### src/rtl/bus_addr_dec_pipe.sv
// rtl/bus_addr_dec_pipe.sv - pipelined one-hot slave address decoder with default error slave
module bus_addr_dec_pipe #(
    parameter int ADDR_W = 8,
    parameter int DATA_W = 8,
    parameter int SEL_W  = 3,
    parameter int N_SLV  = 8
) (
    input  logic                    clk,
    input  logic                    reset,
    input  logic                    m_req,
    input  logic [ADDR_W-1:0]       m_addr,
    output logic                    m_ready,
    output logic                    m_resp,
    output logic [DATA_W-1:0]       m_rdata,
    output logic [N_SLV-1:0]        S_sel,
    input  logic [N_SLV*DATA_W-1:0] s_rdata,
    input  logic [N_SLV-1:0]        s_ready,
    output logic [7:0]              err_count,
    output logic [ADDR_W-1:0]       err_addr
);

    localparam int NUM = 1 << SEL_W;

    typedef enum logic [1:0] {IDLE, ERR1, ERR2} state_t;

    state_t              state, state_nxt;
    logic [SEL_W-1:0]    idx;
    logic [SEL_W-1:0]    dp_idx;
    logic                mapped;
    logic                accept;
    logic                dp_valid;
    logic                dp_map;
    logic [NUM-1:0]      ready_pad;
    logic [NUM*DATA_W-1:0] rdata_pad;

    assign idx    = m_addr[ADDR_W-1 -: SEL_W];
    assign mapped = ({1'b0, idx} < (SEL_W+1)'(N_SLV));

    // Pad the slave buses to the full decode space so dp_idx never indexes out of range.
    assign ready_pad = NUM'(s_ready);
    assign rdata_pad = (NUM*DATA_W)'(s_rdata);

    always_comb begin
        state_nxt = state;
        m_ready   = 1'b1;
        m_resp    = 1'b0;
        m_rdata   = '0;
        S_sel     = '0;
        accept    = 1'b0;

        case (state)
            ERR1:    begin m_ready = 1'b0; m_resp = 1'b1; end
            ERR2:    begin m_ready = 1'b1; m_resp = 1'b1; end
            default: begin
                if (dp_valid && dp_map) begin
                    m_ready = ready_pad[dp_idx];
                end
            end
        endcase

        if (dp_valid && dp_map) begin
            m_rdata = rdata_pad[dp_idx*DATA_W +: DATA_W];
        end

        accept = m_req && m_ready;

        for (int i = 0; i < N_SLV; i++) begin
            S_sel[i] = accept && mapped && (idx == SEL_W'(i));
        end

        case (state)
            IDLE:    if (accept && !mapped) state_nxt = ERR1;
            ERR1:    state_nxt = ERR2;
            ERR2:    state_nxt = (accept && !mapped) ? ERR1 : IDLE;
            default: state_nxt = IDLE;
        endcase
    end

    always_ff @(posedge clk or posedge reset) begin
        if (reset) begin
            state     <= IDLE;
            dp_valid  <= 1'b0;
            dp_map    <= 1'b0;
            dp_idx    <= '0;
            err_count <= '0;
            err_addr  <= '0;
        end else begin
            state <= state_nxt;
            if (m_ready) begin
                dp_valid <= m_req;
                dp_idx   <= idx;
                dp_map   <= mapped;
            end
            if (accept && !mapped) begin
                err_addr <= m_addr;
                if (err_count != 8'hFF) begin
                    err_count <= err_count + 8'd1;
                end
            end
        end
    end

endmodule
### config.mk
export PLATFORM = sky130hd
export DESIGN_NAME = bus_addr_dec_pipe
export DESIGN_NICKNAME = d
export VERILOG_FILES = /design/src/rtl/bus_addr_dec_pipe.sv
export SDC_FILE = /design/constraint.sdc
export NUM_CORES = 1
export LEC_CHECK = 0
export ABC_AREA = 1
export CAP_MARGIN = 40
export CORE_MARGIN = 8
export CORE_UTILIZATION = 33
export CTS_BUF_LIST = sky130_fd_sc_hd__clkbuf_2 sky130_fd_sc_hd__clkbuf_4 sky130_fd_sc_hd__clkbuf_8
export DETAILED_ROUTE_END_ITERATION = 16
export PLACE_DENSITY_LB_ADDON = 0.05
export SLEW_MARGIN = 20
export SYNTH_ARGS = -nofsm -noshare
export SYNTH_HDL_FRONTEND = slang
export SYNTH_SLANG_ARGS = --single-unit
### constraint.sdc
create_clock -name clk -period 3.9 [get_ports clk]
set_input_delay 0.78 -clock clk [delete_from_list [all_inputs] [get_ports clk]]
set_output_delay 0.78 -clock clk [all_outputs]
set_load 0.03 [all_outputs]
==> results of run 1 <==
==> per-layer routing <==
| metal | wire length (um) | part of all wire, % | global-route usage, % | up-vias |
|---|---|---|---|---|
| met5 | 0 | 0 | 0 | - |
| met1 | 1879 | 41 | 18.08 | 635 |
| met3 | 537 | 12 | 6.125 | 2 |
| met4 | 23 | 0.50 | 2.559 | 0 |
| li1 | - | - | - | 798 |
| met2 | 2125 | 47 | 24.86 | 66 |
==> worst reg2reg max path, stage by stage (launching register included) <==
cell,delay [ns]
dfrtp_1,0.72
inv_4,0.28
nand2_1,0.14
nand3_2,0.10
nand3b_4,0.11
nand3_4,0.13
nand2_4,0.14
nand2_1,0.07
==> metrics by stage <==
stage / util [%] / worst slack (ns) / area [sq um]
after floorplan: - / 1.555 / 1215
after global placement: 60.48 / 0.5640 / 2018
after detailed placement: 60.48 / 0.5484 / 2018
after CTS: 61.38 / 0.5135 / 2048
after global routing: 61.38 / 0.3409 / 2048
final: 61.38 / 0.5557 / 2048
==> report_power, final <==
group	switching [mW]	internal (mW)	leakage, nW	total [mW]
sequential	0.0246	0.0576	0.0583	0.0822
combinational	0.172	0.154	0.795	0.325
clock	0.0197	0.0455	0.0184	0.0653
total	0.216	0.257	0.871	0.473
==> path summary, 6_finish.rpt <==
check	slack, ns	end
setup / recovery	0.56	S_sel[5]
max in group asynchronous	3.00	dp_map$_DFFE_PP0P_
hold reg to reg	0.84	dp_idx[1]$_DFFE_PP0P_
hold / removal	0.74	dp_idx[0]$_DFFE_PP0P_
min in group clk	0.84	dp_idx[1]$_DFFE_PP0P_
setup reg to reg	2.09	dp_idx[2]$_DFFE_PP0P_
==> synth_stat cells <==
| library cell | instances |
|---|---|
| inv_2 | 1 |
| inv_1 | 9 |
| o22ai_1 | 8 |
| nand3_1 | 5 |
| nor2_2 | 4 |
| nand2_2 | 1 |
| buf_2 | 3 |
| buf_1 | 2 |
| buf_4 | 23 |
| nand3_2 | 4 |
| dfrtp_1 | 5 |
| o211ai_1 | 8 |
| nand3b_4 | 1 |
| nor2_1 | 60 |
| nand4_1 | 2 |
| nand3_4 | 2 |
| o21ai_1 | 15 |
| buf_6 | 1 |
| inv_4 | 1 |
| nand2_4 | 1 |
| conb_1 | 2 |
| nand2_1 | 26 |
| clkbuf_1 | 1 |
| o21ai_0 | 17 |
==> cells by family (layout without fill, tap and decap cells) <==
family,after synthesis,count (layout),synth area share [%]
AOI/OAI and AO/OA,48,48,23.40
buffers and inverters,41,111,21.99
DFF,5,5,10.83
other,2,18,0.6503
and+or+nand+nor,106,106,43.12
==> state kept, by name, summed over array words and instances (netlist names) <==
register	count
dp_idx	3
dp_map	1
dp_valid	1
==> area by class of cell <==
class | instances | area [sq um] | area share (%)
multi-input combinational | 172 | 835.8 | 40.81
sequential | 5 | 125.1 | 6.109
timing repair buffer | 96 | 955.9 | 46.67
tap | 46 | 57.56 | 2.810
inverter | 11 | 43.79 | 2.138
clock buffer | 4 | 30.03 | 1.466
==> summary.md, run 1 <==
| Metric | Value |
|---|---|
| DPL Wire Length | between 3 and 4 mm |
| Crit. End Element | primary output |
| CTS root buf | clkbuf_4 |
| Avg Inst Size Synth | 5.717 sq um |
| WP buf/inv | 2 |
| Final setup viols | 0 |
| Synthesized instance count | 202 |
| Final Hold Fails | 0 |
| DR vias/cell | 4.494 |
| Number of synthesized register bits | 5 |
| Worst Path Class, Setup | reg -> out |
| Worst-Margin Slew | 0.7086 ns |
| Die area | 5648 sq um |
| CTS tree | yes |
| Total CTS buffers | 3 |
| WHS | 0.7374 ns |
| Placed cells | 330 |
| Via count | between 1500 and 2000 |
| Proportion of layout cells with a drive suffix above 1 | between 7 and 8% |
| Setup Fix Bufs, Post-CTS | 0 |
| Max Cap Viol | 0 |
| Most common cell after layout, fill and taps aside | clkdlybuf4s50_1 |
| Crit path depth | 8 |
| Overall Power | roughly 0.47 mW |
| Critical path peak fanout | 36 |
| Max Clock Freq | 299.0 MHz |
| Later-pin clock latency in the skew report | ~0.24 ns |
| Critical-path cell list | inv_4 > nand2_1 > nand3_2 > nand3_4 > nand3_4 > nand2_4 > nor2_2 > clkdlybuf4s50_1 |
| Global-route wire length before repair | about 6.8 mm |
| Setup crit start kind | flip-flop |
| Wire per inst | 13.67 um |
| Port buffer count | 94 |
| Synth cell types | 24 |
| Worst VDD drop | 0.2382 mV |
| Post-layout min period | 3.344 ns |
| Setup TNS | 0 ns |
| CTS clk-pin slew, worst paths | around 0.04 ns |
| Tcrit/Tclk final | 85.75% |
| Status | finished, final reports clean |
| Clk buf depth | 2 |
| DR DRC count | 0 |
| Synth warn | 0 |
| Worst rel slew slack | 52.76% |
| Post-DRT Antenna Nets | 0 |
| Leak | 0.8712 nW |
| GPL Wtd Cong | 0.7766 |
| Total wire length | 4.565 mm |
| Largest net degree at the start of global routing | 37 |
| Top cell type by total area after synthesis | nor2_1 |
| Iter 0 DRT Violations | 83 |
| H-tree levels | 1 |
| Hold WC Path Type | in -> async |
| Main area contributors after synthesis | nor2_1 (20%), buf_4 (15%), dfrtp_1 (11%) |
| Most frequent cells in the layout | clkdlybuf4s50_1 (94), nor2_1 (60), nand2_1 (26) |
| Clk sink count | 5 |
| Worst reg2reg startpoint | dp_idx[0]$_DFFE_PP0P_ |
| Die Height | 75.16 um |
| Nets | ~370 |
| DRT Pass-1 Iters | 4 |
| Tot GR Track Use | 15.09% |
| Post-synthesis sequential area ratio | about 11% |
| Num ports | 117 |
| Filler cells | 347 |
| Reg2Reg Depth | 7 |
| Rows | 21 |
| Worst EP arrival | roughly 2.6 ns |
| Non-filler instance count after layout | 334 |
| Synth top area share | 19.50% |
| Die W | around 75 um |
| # diodes | 0 |
| RSZ-0062 raised after global routing | no |
| Cts repair resizes | 0 |
| Pins Over Slew Limit | 0 |
| Slowest cell on crit path | clkdlybuf4s50_1 |
| Initial Util | 34.61% |
| Initial antenna violation count | 0 |
| Power per cell area | 230.8 nW/um^2 |
| Skew final | approximately 0.0021 ns |
| CP peak stage delay | around 0.68 ns |
| Floorplan Core Area | 3337 sq um |
| Setup crit start | dp_idx[0]$_DFFE_PP0P_ |
| Post-Syn Area | 1155 sq um |
| Most used cell, CP | nand3_4 |
| Vias in the first global route | 1444 |
| Area delta synth->final | 77.36% |
| Cell family with most CP delay | buffers and inverters |
| GRT overflow | 0 |
| Worst Path Required | around 3.1 ns |
| Hold buffers post-CTS | 0 |
Power figures use the tool's default switching activity.
==> run 2: changes to the inputs <==
--- a/config.mk
+++ b/config.mk
@@ -5,10 +5,10 @@
 export SDC_FILE = /design/constraint.sdc
 export NUM_CORES = 1
 export LEC_CHECK = 0
-export ABC_AREA = 1
+export ABC_AREA = 0
 export CAP_MARGIN = 40
 export CORE_MARGIN = 8
-export CORE_UTILIZATION = 33
+export CORE_UTILIZATION = 30
 export CTS_BUF_LIST = sky130_fd_sc_hd__clkbuf_2 sky130_fd_sc_hd__clkbuf_4 sky130_fd_sc_hd__clkbuf_8
 export DETAILED_ROUTE_END_ITERATION = 16
 export PLACE_DENSITY_LB_ADDON = 0.05
==> run 2 against run 1 <==
Compared with the run above: area after synthesis decreased by 11%; combinational power decreased by 14%; sequential power decreased by 21%; sequential share of layout area increased by 0.24 points; first-iteration DRC count decreased by 77%; register-to-register slack got worse by 0.26 ns; global-route usage decreased by 1.2 points; critical path type is now in -> out; critical endpoint is now S_sel[2]; largest cell class unchanged; highest routed layer is now met3.
==> summary.md, run 2 <==
| Metric | Value |
|---|---|
| Die Height | 74.41 um |
| Post-synthesis sequential area ratio | between 10% and 20% |
| FF+latch area | 125.1 sq um |
| Filler cells | about 320 |
| DRT Pass-1 Iters | 4 |
| Total CTS buffers | 3 |
| Status | finished, final reports clean |
| Port buffer count | 94 |
| Top flop regs | dp_idx (3), dp_map (1), dp_valid (1) |
| Later-pin clock latency in the skew report | approximately 0.23 ns |
| Worst VDD drop | 0.1407 mV |
| Reg-to-reg slack, setup | 1.83 ns |
| Pins Over Slew Limit | 0 |
| Floorplan Core Area | 3311 sq um |
| Max Cap Viol | 0 |
| Post-Syn Area | 1023 sq um |
| Most common cell after layout, fill and taps aside | clkdlybuf4s50_1 |
| Worst Path Required | 3.12 ns |
| Synth cell types | 19 |
| R2R Path End | dp_idx[1]$_DFFE_PP0P_ |
| Number of synthesized register bits | 5 |
| Crit. End Element | primary output |
| Skew final | about 0.0035 ns |
| Initial antenna violation count | 0 |
| Worst EP arrival | 3.01 ns |
| Fin util | 59.52% |
| Synthesized instance count | 93 |
| Synth warn | 0 |
| Tot GR Track Use | 13.93% |
| Most frequent cells in the layout | clkdlybuf4s50_1 (94), mux4_2 (18), conb_1 (18) |
| Post-DRT Antenna Nets | 0 |
| Non-filler instance count after layout | 233 |
| Worst reg2reg startpoint | dp_idx[1]$_DFFE_PP0P_ |
| WHS | 0.7194 ns |
| Met2 wire length | 2.057 mm |
| RSZ-0062 raised after global routing | no |
| Rows | 21 |
| Global-route wire length before repair | 5.940 mm |
| Tcrit/Tclk final | a little over nine tenths |
| Worst Hold Depth | 3 |
| Max Used Layer | met3 |
| Critical path peak fanout | 12 |
| DPL Wire Length | 3.505 mm |
| Dpl cell area | roughly 1900 sq um |
| Footprint of the multi-input gates | 779.5 sq um |
| Setup Fix Bufs, Post-CTS | 0 |
| Post-synth top cells | mux4_2 (18), buf_4 (17), mux2i_1 (13) |
| GRT overflow | 0 |
| Fraction of registers with async set/reset | 100.0% |
| Top cell type by total area after synthesis | mux4_2 |
| Total wire length | around 4.1 mm |
| Synth top area share | just under 40% |
| Initial Util | 30.91% |
| Worst Hold End | dp_idx[2]$_DFFE_PP0P_ |
| DR vias/cell | ~4.7 |
| Setup crit start kind | primary input |
| Reg2Reg Depth | 4 |
| Clk buf depth | 2 |
| Power per cell area | approximately 210 nW/um^2 |
| CTS root buf | clkbuf_4 |
| Number of flops mapped to enable cells by yosys | 0 |
| Proportion of layout cells with a drive suffix above 1 | 17.11% |
| Max Clock Freq | 264.1 MHz |
| Num ports | 117 |
| Avg Inst Size Synth | 11.01 sq um |
| CTS tree | yes |
| Final setup viols | 0 |
| Iter 0 DRT Violations | 19 |
| CTS clk-pin slew, worst paths | 0.04 ns |
| Setup TNS | 0 ns |
| Cts repair resizes | 0 |
| DR DRC count | 0 |
| Hold WC Path Type | reg -> reg |
| Leak | 0.7807 nW |
| H-tree levels | 1 |
| # diodes | 0 |
| Largest register FFs | 3 |
| Post-layout min period | 3.787 ns |
| Placed cells | 229 |
| Die W | 74.41 um |
| Wire per inst | 17.45 um |
| Hold buffers post-CTS | 0 |
| GPL Wtd Cong | 0.7346 |
| Count leader, synth | mux4_2 |
| Worst-Margin Slew | 0.5691 ns |
| Area delta synth->final | 92.54% |
| Nets | 271 |
| Main area contributors after synthesis | mux4_2 (40%), mux2i_1 (13%), buf_4 (12%) |
| Ys flop type | dfrtp_1 |
| Worst Path Class, Setup | in -> out |
| Die area | 5537 sq um |
| DRT met1 WL | 1.452 mm |
| Largest reg by FF count | dp_idx |
| Met3 wire length | 555 um |
| Via count | 1090 |
| Clk sink count | 5 |
| Vias in the first global route | between 1000 and 1500 |
| Final Hold Fails | 0 |
| Design Area, Final | 1971 sq um |
| Largest net degree at the start of global routing | 14 |
| Worst rel slew slack | 62.06% |
| Hold Startpoint | dp_idx[2]$_DFFE_PP0P_ |
-- run 2: worst max-delay path by stage --
stage	startpoint	end	slack, ns	depth (start not counted)
2_1_floorplan	s_ready[2]	S_sel[0]	0.60	5
3_3_place_gp	s_ready[7]	S_sel[3]	0.14	6
3_5_place_dp	s_ready[5]	S_sel[0]	0.07	6
4_1_cts	s_ready[5]	S_sel[0]	0.07	6
5_1_grt	s_ready[0]	S_sel[2]	0.002	6
6_report	s_ready[5]	S_sel[2]	0.11	6
-- run 2: power breakdown --
part | switching, mW | total, mW | internal [mW]
Clock | 0.0189 | 0.0643 | 0.0455
Combinational | 0.117 | 0.281 | 0.164
Sequential | 0.00765 | 0.0647 | 0.0570
Total | 0.143 | 0.410 | 0.267
-- run 2: cell families (layout without fill, tap and decap cells) --
kind of cell           count (synthesis)  in the layout  share of synthesized area [%]
flip-flops                             5              5                          12.22
buffers and inverters                 26            104                          17.48
other                                  2             18                         0.7338
AND/OR/NAND/NOR                       25             25                          14.06
AO/OA/AOI/OAI                          2              2                         0.9780
multiplexers                          33             33                          54.52
-- run 2: final cells by class --
cell class / count / share of cell area, %
repair buffers: 98 / 49.27
multi-input cells: 78 / 39.56
flip-flops and latches: 5 / 6.349
well taps: 46 / 2.921
clock buffers: 4 / 1.524
inverters: 2 / 0.3810
-- run 2: per-layer routing --
metal	vias to the layer above	track usage (%)
met1	509	14.74
met3	0	5.256
met5	-	0
li1	506	-
met4	0	1.304
met2	75	26.14
-- run 2: critical path: stages --
cell and delay (ns):
clkdlybuf4s50_1 0.48, mux2i_1 0.07, mux4_2 0.49, nor2b_4 0.18, nor4b_2 0.28, clkdlybuf4s50_1 0.72
-- run 2: per-stage QoR --
stage	setup slack [ns]	power, mW
final	0.1129	0.4098
after global routing	0.001793	0.4347
after CTS	0.06761	0.4153
after detailed placement	0.07138	0.3485
after global placement	0.1379	0.3432
after floorplan	0.6037	0.2416
